**src/rtl/spi_fsm.sv**
```systemverilog
// SPI slave control FSM: sequences address capture, read/write decode and data
// transfer; every output is decoded from the state register alone.
module spi_fsm #(
   parameter int WORD_BITS = 8,
   parameter int CNT_W     = 4
) (
   input  logic       clk,
   input  logic       rst_n,
   input  logic       sclk_pos,
   input  logic       sclk_neg,
   input  logic       cs,
   input  logic       rw_bit,
   output logic       miso_buff,
   output logic       dm_we,
   output logic       addr_we,
   output logic       sr_we,
   output logic [3:0] state
);

   typedef enum logic [3:0] {
      IDLE        = 4'd0,
      GET_ADDR    = 4'd1,
      GOT_ADDR    = 4'd2,
      DECODE      = 4'd3,
      READ_WAIT   = 4'd4,
      READ_LOAD   = 4'd5,
      READ_SHIFT  = 4'd6,
      WRITE_GET   = 4'd7,
      WRITE_STORE = 4'd8,
      DONE        = 4'd9
   } state_e;

   localparam logic [CNT_W-1:0] LAST = CNT_W'(WORD_BITS - 1);

   // Plain vector so that codes 10-15 are representable and recoverable
   logic [3:0]       state_q;
   state_e           state_n;
   logic [CNT_W-1:0] cnt_q;
   logic [CNT_W-1:0] cnt_n;

   always_ff @(posedge clk or negedge rst_n) begin
      if (!rst_n) begin
         state_q <= IDLE;
         cnt_q   <= '0;
      end else begin
         state_q <= state_n;
         cnt_q   <= cnt_n;
      end
   end

   always_comb begin
      state_n = IDLE;
      cnt_n   = cnt_q;
      case (state_q)
         IDLE: begin
            state_n = cs ? IDLE : GET_ADDR;
            cnt_n   = '0;
         end
         GET_ADDR: begin
            state_n = GET_ADDR;
            if (sclk_pos) begin
               if (cnt_q == LAST) begin
                  state_n = GOT_ADDR;
                  cnt_n   = '0;
               end else begin
                  cnt_n = cnt_q + 1'b1;
               end
            end
         end
         GOT_ADDR:  state_n = DECODE;
         DECODE: begin
            state_n = rw_bit ? READ_WAIT : WRITE_GET;
            cnt_n   = '0;
         end
         READ_WAIT: state_n = READ_LOAD;
         READ_LOAD: begin
            state_n = READ_SHIFT;
            cnt_n   = '0;
         end
         // Read data leaves on falling SCLK edges, write data arrives on rising ones
         READ_SHIFT: begin
            state_n = READ_SHIFT;
            if (sclk_neg) begin
               if (cnt_q == LAST) begin
                  state_n = DONE;
                  cnt_n   = '0;
               end else begin
                  cnt_n = cnt_q + 1'b1;
               end
            end
         end
         WRITE_GET: begin
            state_n = WRITE_GET;
            if (sclk_pos) begin
               if (cnt_q == LAST) begin
                  state_n = WRITE_STORE;
                  cnt_n   = '0;
               end else begin
                  cnt_n = cnt_q + 1'b1;
               end
            end
         end
         WRITE_STORE: state_n = DONE;
         DONE:        state_n = DONE;
         default: begin
            state_n = IDLE;
            cnt_n   = '0;
         end
      endcase
      if (cs) begin
         state_n = IDLE;
         cnt_n   = '0;
      end
   end

   always_comb begin
      addr_we   = (state_q == GOT_ADDR);
      sr_we     = (state_q == READ_LOAD);
      miso_buff = (state_q == READ_SHIFT);
      dm_we     = (state_q == WRITE_STORE);
      state     = state_q;
   end

endmodule

```
**config.mk**
```make
export PLATFORM = sky130hd
export DESIGN_NAME = spi_fsm
export DESIGN_NICKNAME = d
export VERILOG_FILES = /design/src/rtl/spi_fsm.sv
export SDC_FILE = /design/constraint.sdc
export NUM_CORES = 1
export LEC_CHECK = 0
export BUFFER_PORTS_ARGS = -buffer_cell sky130_fd_sc_hd__buf_2
export CAP_MARGIN = 10
export CORE_MARGIN = 4
export CORE_UTILIZATION = 48
export CTS_CLUSTER_SIZE = 14
export DETAILED_ROUTE_END_ITERATION = 10
export PLACE_DENSITY = 0.68
export SETUP_SLACK_MARGIN = 0.15
export SKIP_CTS_REPAIR_TIMING = 1
export SKIP_LAST_GASP = 1
export SYNTH_ARGS = -nofsm -noshare
export SYNTH_HDL_FRONTEND = slang
export SYNTH_SLANG_ARGS = --single-unit
```
**constraint.sdc**
```tcl
create_clock -name clk -period 2.94 [get_ports clk]
set_clock_uncertainty 0.15 [all_clocks]
set_input_delay 0.588 -clock clk [delete_from_list [all_inputs] [get_ports clk]]
set_output_delay 0.588 -clock clk [all_outputs]
set_load 0.05 [all_outputs]
```
# After elaboration in Yosys (flattened, before gate mapping)
# Cells that the tools add are included.
[classes]
n_eq_ne = 13
add_sub_neg = 1
reduce_logical = 5
n_mux = 14
[op_table]
columns = ["operator", "count"]
rows = [
  ["$mux W4", 9],
  ["$pmux W4 S9", 1],
  ["$eq A4 B3 Y1 const B", 5],
  ["$pmux W4 S3", 1],
  ["$eq A4 B2 Y1 const B", 2],
  ["$eq A4 B4 Y1 const B", 2],
  ["$mux W2", 3],
  ["$add A4 B1 Y4 const B", 1],
  ["$eq A4 B1 Y1 const B", 1],
  ["$logic_not A4 Y1", 1],
  ["$reduce_or A2 Y1", 2],
  ["$reduce_or A4 Y1", 1],
  ["$ne A3 B1 Y1 const B", 1],
  ["$ne A3 B3 Y1 const B", 1],
  ["$reduce_and A3 Y1", 1],
  ["$ne A2 B1 Y1 const B", 1],
]
[totals]
ff_bits = 8
out_inout_bits = 8
elab_cells = 35
in_bits = 6

# Depth between registers and ports, before layout
# Gate-level depths: netlist of run 1.
[depth]
word_depth = 5
depth_mapped = 5
ltp_nobuf = 5

# Worst setup path before layout of run 1
# OpenSTA, ideal clock, no wires.
[synth_path]
path_type = "register to output"
startpoint = "reg state_q[1], in the netlist state[1]"
endpoint = "out addr_we"
arrival_ps = 2512
path_stages_with_launch = 4
required_time_ps = 2202
setup_slack_ps = -310
path_buffers = 1
path_cell_list = "dfrtp_1 buf_2 inv_2 nor4_1"
[synth_via]
elab_chain_cells = 1
[synth_lines]
columns = ["item", "line", "text"]
rows = [
  ["from (decl)", "36", "logic [3:0] state_q;"],
  ["from (signal assigned)", "46", "state_q <= state_n;"],
  ["$eq A4 B2 Y1", "117", "addr_we = (state_q == GOT_ADDR);"],
  ["to (decl)", "15", "output logic addr_we,"],
]
# No other way between the ends.

# Worst setup path in the final report of run 1
[layout_path]
startpoint = "reg state_q[2], in the netlist state[2]"
endpoint = "out dm_we"
[layout_via]
elab_chain_cells = 1
[layout_lines]
columns = ["item", "line", "text"]
rows = [
  ["$eq A4 B4 Y1", "120", "dm_we = (state_q == WRITE_STORE);"],
  ["to (decl)", "14", "output logic dm_we,"],
]
# No other way between the ends.

==> metrics.txt, run 1 <==
result of the run complete, no violations; number of failing setup endpoints in the final timing report 0; initial DRC count 18; worst slew pin tran around 0.46 ns; pin count of the biggest net entering global routing 16; TritonCTS clock tree done; post-synthesis async set-or-reset flop share 100%; share of cells above drive strength 1 between 20% and 30%; highest achievable clock rate 411 MHz; I/O pins 14; flip-flop and latch count after synthesis 8; area fraction of the dominant cell type after synthesis about a third; antenna diode count 0; kind of critical path reg2out; flop2flop setup slack 1.02 ns; Remaining Overflow, GRT 0; number of nets in the finished design 100; count of endpoints failing hold in the final timing report 0; IR Drop Worst-Case VDD ~0.18 mV; leakage power between 0.3 and 0.4 nW; commonest cells after routing, fill and taps aside sky130_fd_sc_hd__buf_2, sky130_fd_sc_hd__dfrtp_1, sky130_fd_sc_hd__nand2_1, sky130_fd_sc_hd__nor2_1, sky130_fd_sc_hd__inv_1; Routed Antenna Nets 0; synthesis-to-layout area growth 14.3%; Final Routed Wirelength 1580 um; Syn Std Cell Area between 600 and 700 um2; number of cell instances on the worst register-to-register path 4; max_cap viols 0; data required time at the worst endpoint between 2 and 2.5 ns; worst slack after detailed placement 0.803 ns; Synth Area per Inst about 8.1 um2; delay contributed by the slowest stage of the critical path around 0.53 ns; Final Max Slew Viols 0; Chip Height 44.4 um; cell-by-cell listing of the critical path or2_4 > or2_1 > nor2_1 > buf_2; Main synth FF type sky130_fd_sc_hd__dfrtp_1; net count of the mapped netlist 86; GRT Util Overall 18.3%; cell accounting for the most synthesized area sky130_fd_sc_hd__dfrtp_1; Clk pin slew, worst setup/hold paths approximately 0.060 ns; vias in the first global route 592; setup total negative slack 0 ns; die area between 1500 and 2000 um2; number of rows in the core area 12; clock root cell sky130_fd_sc_hd__clkbuf_4; H-Tree Depth 1; unrepaired setup endpoints after global routing no; Max-slew headroom between 60% and 70%; width of the chip between 40 and 50 um; maximum net fanout on the critical path 15; gate family responsible for the most delay along the worst path simple AND/OR/NAND/NOR gates; count of buffering cells on the critical path with inverters included 1; worst reg2reg endpoint cnt_q[2]; PnR worst setup slack approximately 0.51 ns; post-detail-place hpwl around 1100 um; total via count after detailed routing 626; CTS Buffer Depth 2; largest cells by area after synthesis sky130_fd_sc_hd__dfrtp_1, sky130_fd_sc_hd__nand3b_1, sky130_fd_sc_hd__nand4_1; weighted congestion at the end of routability-driven global placement ~0.8; fraction of the cycle the final worst path needs 82.7%; I/O Buffers 13; Synth warnings 0; antenna violations before repair 0; minimum clock period after layout between 2 and 2.5 ns; worst reg2reg startpoint state[2]; Distinct cells, synth 39; area inside the core boundary 1170 um2; Clock Sinks 8; mean routed wirelength per cell roughly 15 um; sequential element share of the synthesized area a little under a third; Initial Util between 50% and 60%; vias per inst 5.96; most frequent standard cell in the layout excluding fill and tap cells sky130_fd_sc_hd__buf_2; Critical Path End Type primary output; CP max stage cell sky130_fd_sc_hd__dfrtp_1; worst skew pair latency 0.27 ns; Tot Pwr roughly 0.23 mW; Critical Path Source Type register; total power divided by cell area ~320 nW/um2; first-pass GRT wire length between 2000 and 3000 um; data arrival time of the critical path around 1.7 ns; Post-synth EDFFs 0; number of instances in the synthesized netlist between 70 and 80; DR pass1 iterations 4; Tightest Hold Check Type in2async; # DRC 0; number of buffers added by the clock tree synthesis step 3
-- state kept, by name, indices dropped and copies added (netlist names) --
register / flops
cnt_q: 4
state: 4
-- power by group --
part	total [mW]	internal (mW)	switching, mW
logic	0.0255	0.00931	0.0162
registers	0.116	0.112	0.00402
clock network	0.0923	0.0472	0.0451
-- area by class of cell --
class | instances | area [um2]
Timing Repair Buffer | 13 | 65.1
Fill cell | 106 | 443
Multi-Input combinational cell | 61 | 400
Tap cell | 14 | 17.5
Clock buffer | 3 | 22.5
Sequential cell | 8 | 200
Inverter | 6 | 22.5
-- kinds of logic after synthesis --
kind of cell / after synthesis / synth area share [%]
fa+ha+maj: 1 / 1.96
simple gates: 38 / 34.0
compound gates: 21 / 23.6
mux: 1 / 1.57
flops: 8 / 31.4
buf+inv: 10 / 7.46
-- Yosys cell counts, types with 2 or more instances --
master and number:
sky130_fd_sc_hd__nand4_1 4, sky130_fd_sc_hd__dfrtp_1 8, sky130_fd_sc_hd__a21oi_1 3, sky130_fd_sc_hd__nand2_1 6, sky130_fd_sc_hd__inv_1 5, sky130_fd_sc_hd__nor2_1 6, sky130_fd_sc_hd__o21ai_0 3, sky130_fd_sc_hd__nor2b_1 2
sky130_fd_sc_hd__o21ai_1 2, sky130_fd_sc_hd__nand2b_1 2, sky130_fd_sc_hd__a211oi_1 2, sky130_fd_sc_hd__nand3b_1 4, sky130_fd_sc_hd__nand3_1 3, sky130_fd_sc_hd__nor3_1 2, sky130_fd_sc_hd__buf_2 2, sky130_fd_sc_hd__o211ai_1 2
-- per-stage QoR --
step           std cells  hold slack (ns)  util (%)  area, um2
4_1_cts              105           0.0160      62.2        728
3_3_place_gp         102            0.295      60.3        706
6_report             105          0.00331      62.2        728
3_5_place_dp         102            0.297      60.3        706
2_1_floorplan         79            0.142         -        648
5_1_grt              105           0.0112      62.2        728
-- worst register-to-register path: stages, from the launching register on --
cell                       delay, ns
sky130_fd_sc_hd__dfrtp_1        0.53
sky130_fd_sc_hd__or2_4          0.32
sky130_fd_sc_hd__a211o_1        0.40
sky130_fd_sc_hd__a21o_1         0.24
sky130_fd_sc_hd__o211ai_1       0.19
-- how the worst max path moves through the flow --
stage | depth (start not counted) | end | start | slack, ns
CTS | 4 | dm_we | state[2] | 0.52
finish | 4 | dm_we | state[2] | 0.51
global placement | 4 | dm_we | state[1] | 0.83
detailed placement | 4 | dm_we | state[1] | 0.80
floorplan | 3 | addr_we | state[1] | 0.25
global route | 4 | dm_we | state[1] | 0.40
-- per-layer routing --
metal / share of wire [%] / routed length, um / global-route usage [%]
met3: 7.2 / 114 / 4.07
met1: 47 / 746 / 24.8
met5: 0 / 0 / 0
met2: 44 / 687 / 27.3
met4: 1.8 / 29 / 9.04
Power figures use the tool's default switching activity.
==> inputs of run 2 (changes only) <==
==> constraint.sdc (replaced) <==
create_clock -name clk -period 2.4 [get_ports clk]
set_clock_uncertainty 0.15 [all_clocks]
set_input_delay 0.48 -clock clk [delete_from_list [all_inputs] [get_ports clk]]
set_output_delay 0.48 -clock clk [all_outputs]
set_load 0.05 [all_outputs]
==> run 2 against run 1 <==
Net effect:
- utilization is 3.6 points higher
- cell area is 5.8% higher
- critical endpoint unchanged
- final cell count rose by 2.9%
- largest power group unchanged
- first-iteration DRC count grew to 2.9 times the previous value
==> metrics.txt, run 2 (synthesized netlist as in run 1, its figures left out) <==
setup total negative slack 0 ns (unchanged); flop2flop setup slack 0.46 ns (was 1.02 ns); max_cap viols 0 (unchanged); area used by sequential logic in the layout 201 um2 (was 200 um2); weighted congestion at the end of routability-driven global placement 0.833 (was 0.803); kind of critical path reg2out (unchanged); count of endpoints failing hold in the final timing report 0 (unchanged); CTS Buffer Depth 2 (unchanged); result of the run complete, no violations (unchanged); total via count after detailed routing 668 (was 626); pin count of the biggest net entering global routing 16 (unchanged); clock root cell sky130_fd_sc_hd__clkbuf_4 (unchanged); total power divided by cell area 373 nW/um2 (was 322 nW/um2); minimum clock period after layout ~2.2 ns; first-pass GRT wire length 2520 um (was 2640 um); leakage power 0.357 nW (was 0.344 nW); synthesis-to-layout area growth 21.0% (was 14.3%); I/O pins 14 (unchanged); data arrival time of the critical path 1.55 ns (was 1.69 ns); post-detail-place hpwl 1160 um (was 1140 um); Critical Path End Type primary output (unchanged); Clk pin slew, worst setup/hold paths 0.06 ns (about the same); maximum net fanout on the critical path 9 (was 15); cell-by-cell listing of the critical path or2_4 > or2_1 > nor2_2 > clkbuf_4 (was or2_4 > or2_1 > nor2_1 > buf_2); number of failing setup endpoints in the final timing report 0 (unchanged); Multi-input gate area 414 um2 (was 400 um2); highest achievable clock rate 460 MHz; unrepaired setup endpoints after global routing no (unchanged); Tightest Hold Check Type in2reg (was in2async); vias per inst 6.19 (was 5.96); Max-slew headroom 68.3% (was 69.3%); number of buffers added by the clock tree synthesis step 3 (unchanged); most frequent standard cell in the layout excluding fill and tap cells sky130_fd_sc_hd__buf_2 (unchanged); number of filler instances in the final layout 93 (was 106); area inside the core boundary 1170 um2 (unchanged); TritonCTS clock tree done (unchanged); DR pass1 iterations 4 (unchanged); H-Tree Depth 1 (unchanged); count of buffering cells on the critical path with inverters included 1 (unchanged); GRT Util Overall 18.3% (about the same); antenna violations before repair 0 (unchanged); gate family responsible for the most delay along the worst path simple AND/OR/NAND/NOR gates (unchanged); I/O Buffers 13 (unchanged); Chip Height 44.4 um (unchanged); antenna diode count 0 (unchanged); initial DRC count 52 (was 18); Clock Sinks 8 (unchanged); Remaining Overflow, GRT 0 (unchanged); width of the chip 44.4 um (unchanged); CP max stage cell sky130_fd_sc_hd__dfrtp_1 (unchanged); number of nets in the finished design 103 (was 100); Critical Path Source Type register (unchanged); number of rows in the core area 12 (unchanged); worst slew pin tran 0.474 ns (was 0.460 ns); Routed Antenna Nets 0 (unchanged); worst skew pair latency 0.27 ns (about the same); Initial Util 54.4% (unchanged); die area 1970 um2 (unchanged); share of cells above drive strength 1 27.7% (was 23.1%); fraction of the cycle the final worst path needs 90.7%; mean routed wirelength per cell 14.8 um (was 15.0 um); Final Routed Wirelength 1600 um (was 1580 um); data required time at the worst endpoint 1.77 ns (was 2.20 ns); Final Max Slew Viols 0 (unchanged); commonest cells after routing, fill and taps aside sky130_fd_sc_hd__buf_2, sky130_fd_sc_hd__dfrtp_1, sky130_fd_sc_hd__nand2_1, sky130_fd_sc_hd__inv_1 (was sky130_fd_sc_hd__buf_2, sky130_fd_sc_hd__dfrtp_1, sky130_fd_sc_hd__nand2_1, sky130_fd_sc_hd__nor2_1, sky130_fd_sc_hd__inv_1); Tot Pwr 0.287 mW (was 0.234 mW); delay contributed by the slowest stage of the critical path 0.45 ns (was 0.53 ns); # DRC 0 (unchanged); IR Drop Worst-Case VDD 0.252 mV (was 0.179 mV); vias in the first global route 534 (was 592)
## run 2: cell types whose count changed in the layout (fill, tap and decap cells not counted), sizes merged
cell         before  now
buf              13   14
clkbuf            3    4
dlygate4sd3       0    1
## run 2: where the power goes
part	total (mW)	leakage [nW]	switching [mW]	internal, mW
Clock	0.111	0.0138	0.0532	0.0577
Sequential	0.144	0.108	0.00582	0.138
Combinational	0.0328	0.236	0.0203	0.0125
Total	0.287	0.357	0.0794	0.208
## run 2: final timing paths
check / to / start / cells past startpoint
max: dm_we / state[2] / 4
min reg2reg: cnt_q[0] / cnt_q[0] / 1
max reg2reg: cnt_q[3] / state[1] / 5
max in group asynchronous: cnt_q[0] / rst_n / 2
min: state[0] / cs / 2
min in group asynchronous: state[3] / rst_n / 2
## run 2: per-stage QoR
stage	setup WS, ns	cell area, um2	hold slack (ns)	util (%)	std cells
floorplan	0.109	662	0.0344	-	79
global placement	0.460	734	0.186	62.7	104
detailed placement	0.425	734	0.183	62.7	104
CTS	0.159	757	-0.109	64.6	107
global route	0.155	771	0.301	65.8	108
finish	0.224	771	0.291	65.8	108
## run 2: final cells by class
type / count / area share, %
multi-input combinational: 61 / 53.7
clock buffer: 3 / 2.92
sequential: 8 / 26.1
tap: 14 / 2.27
inverter: 6 / 2.92
timing repair buffer: 16 / 12.0
## run 2: routing by layer
| metal | GRT usage, % | vias up | wire (um) |
|---|---|---|---|
| li1 | - | 322 | - |
| met1 | 25.6 | 302 | 717 |
| met2 | 23.8 | 40 | 700 |
| met3 | 6.10 | 4 | 137 |
| met4 | 10.8 | 0 | 41 |
| met5 | 0 | - | 0 |
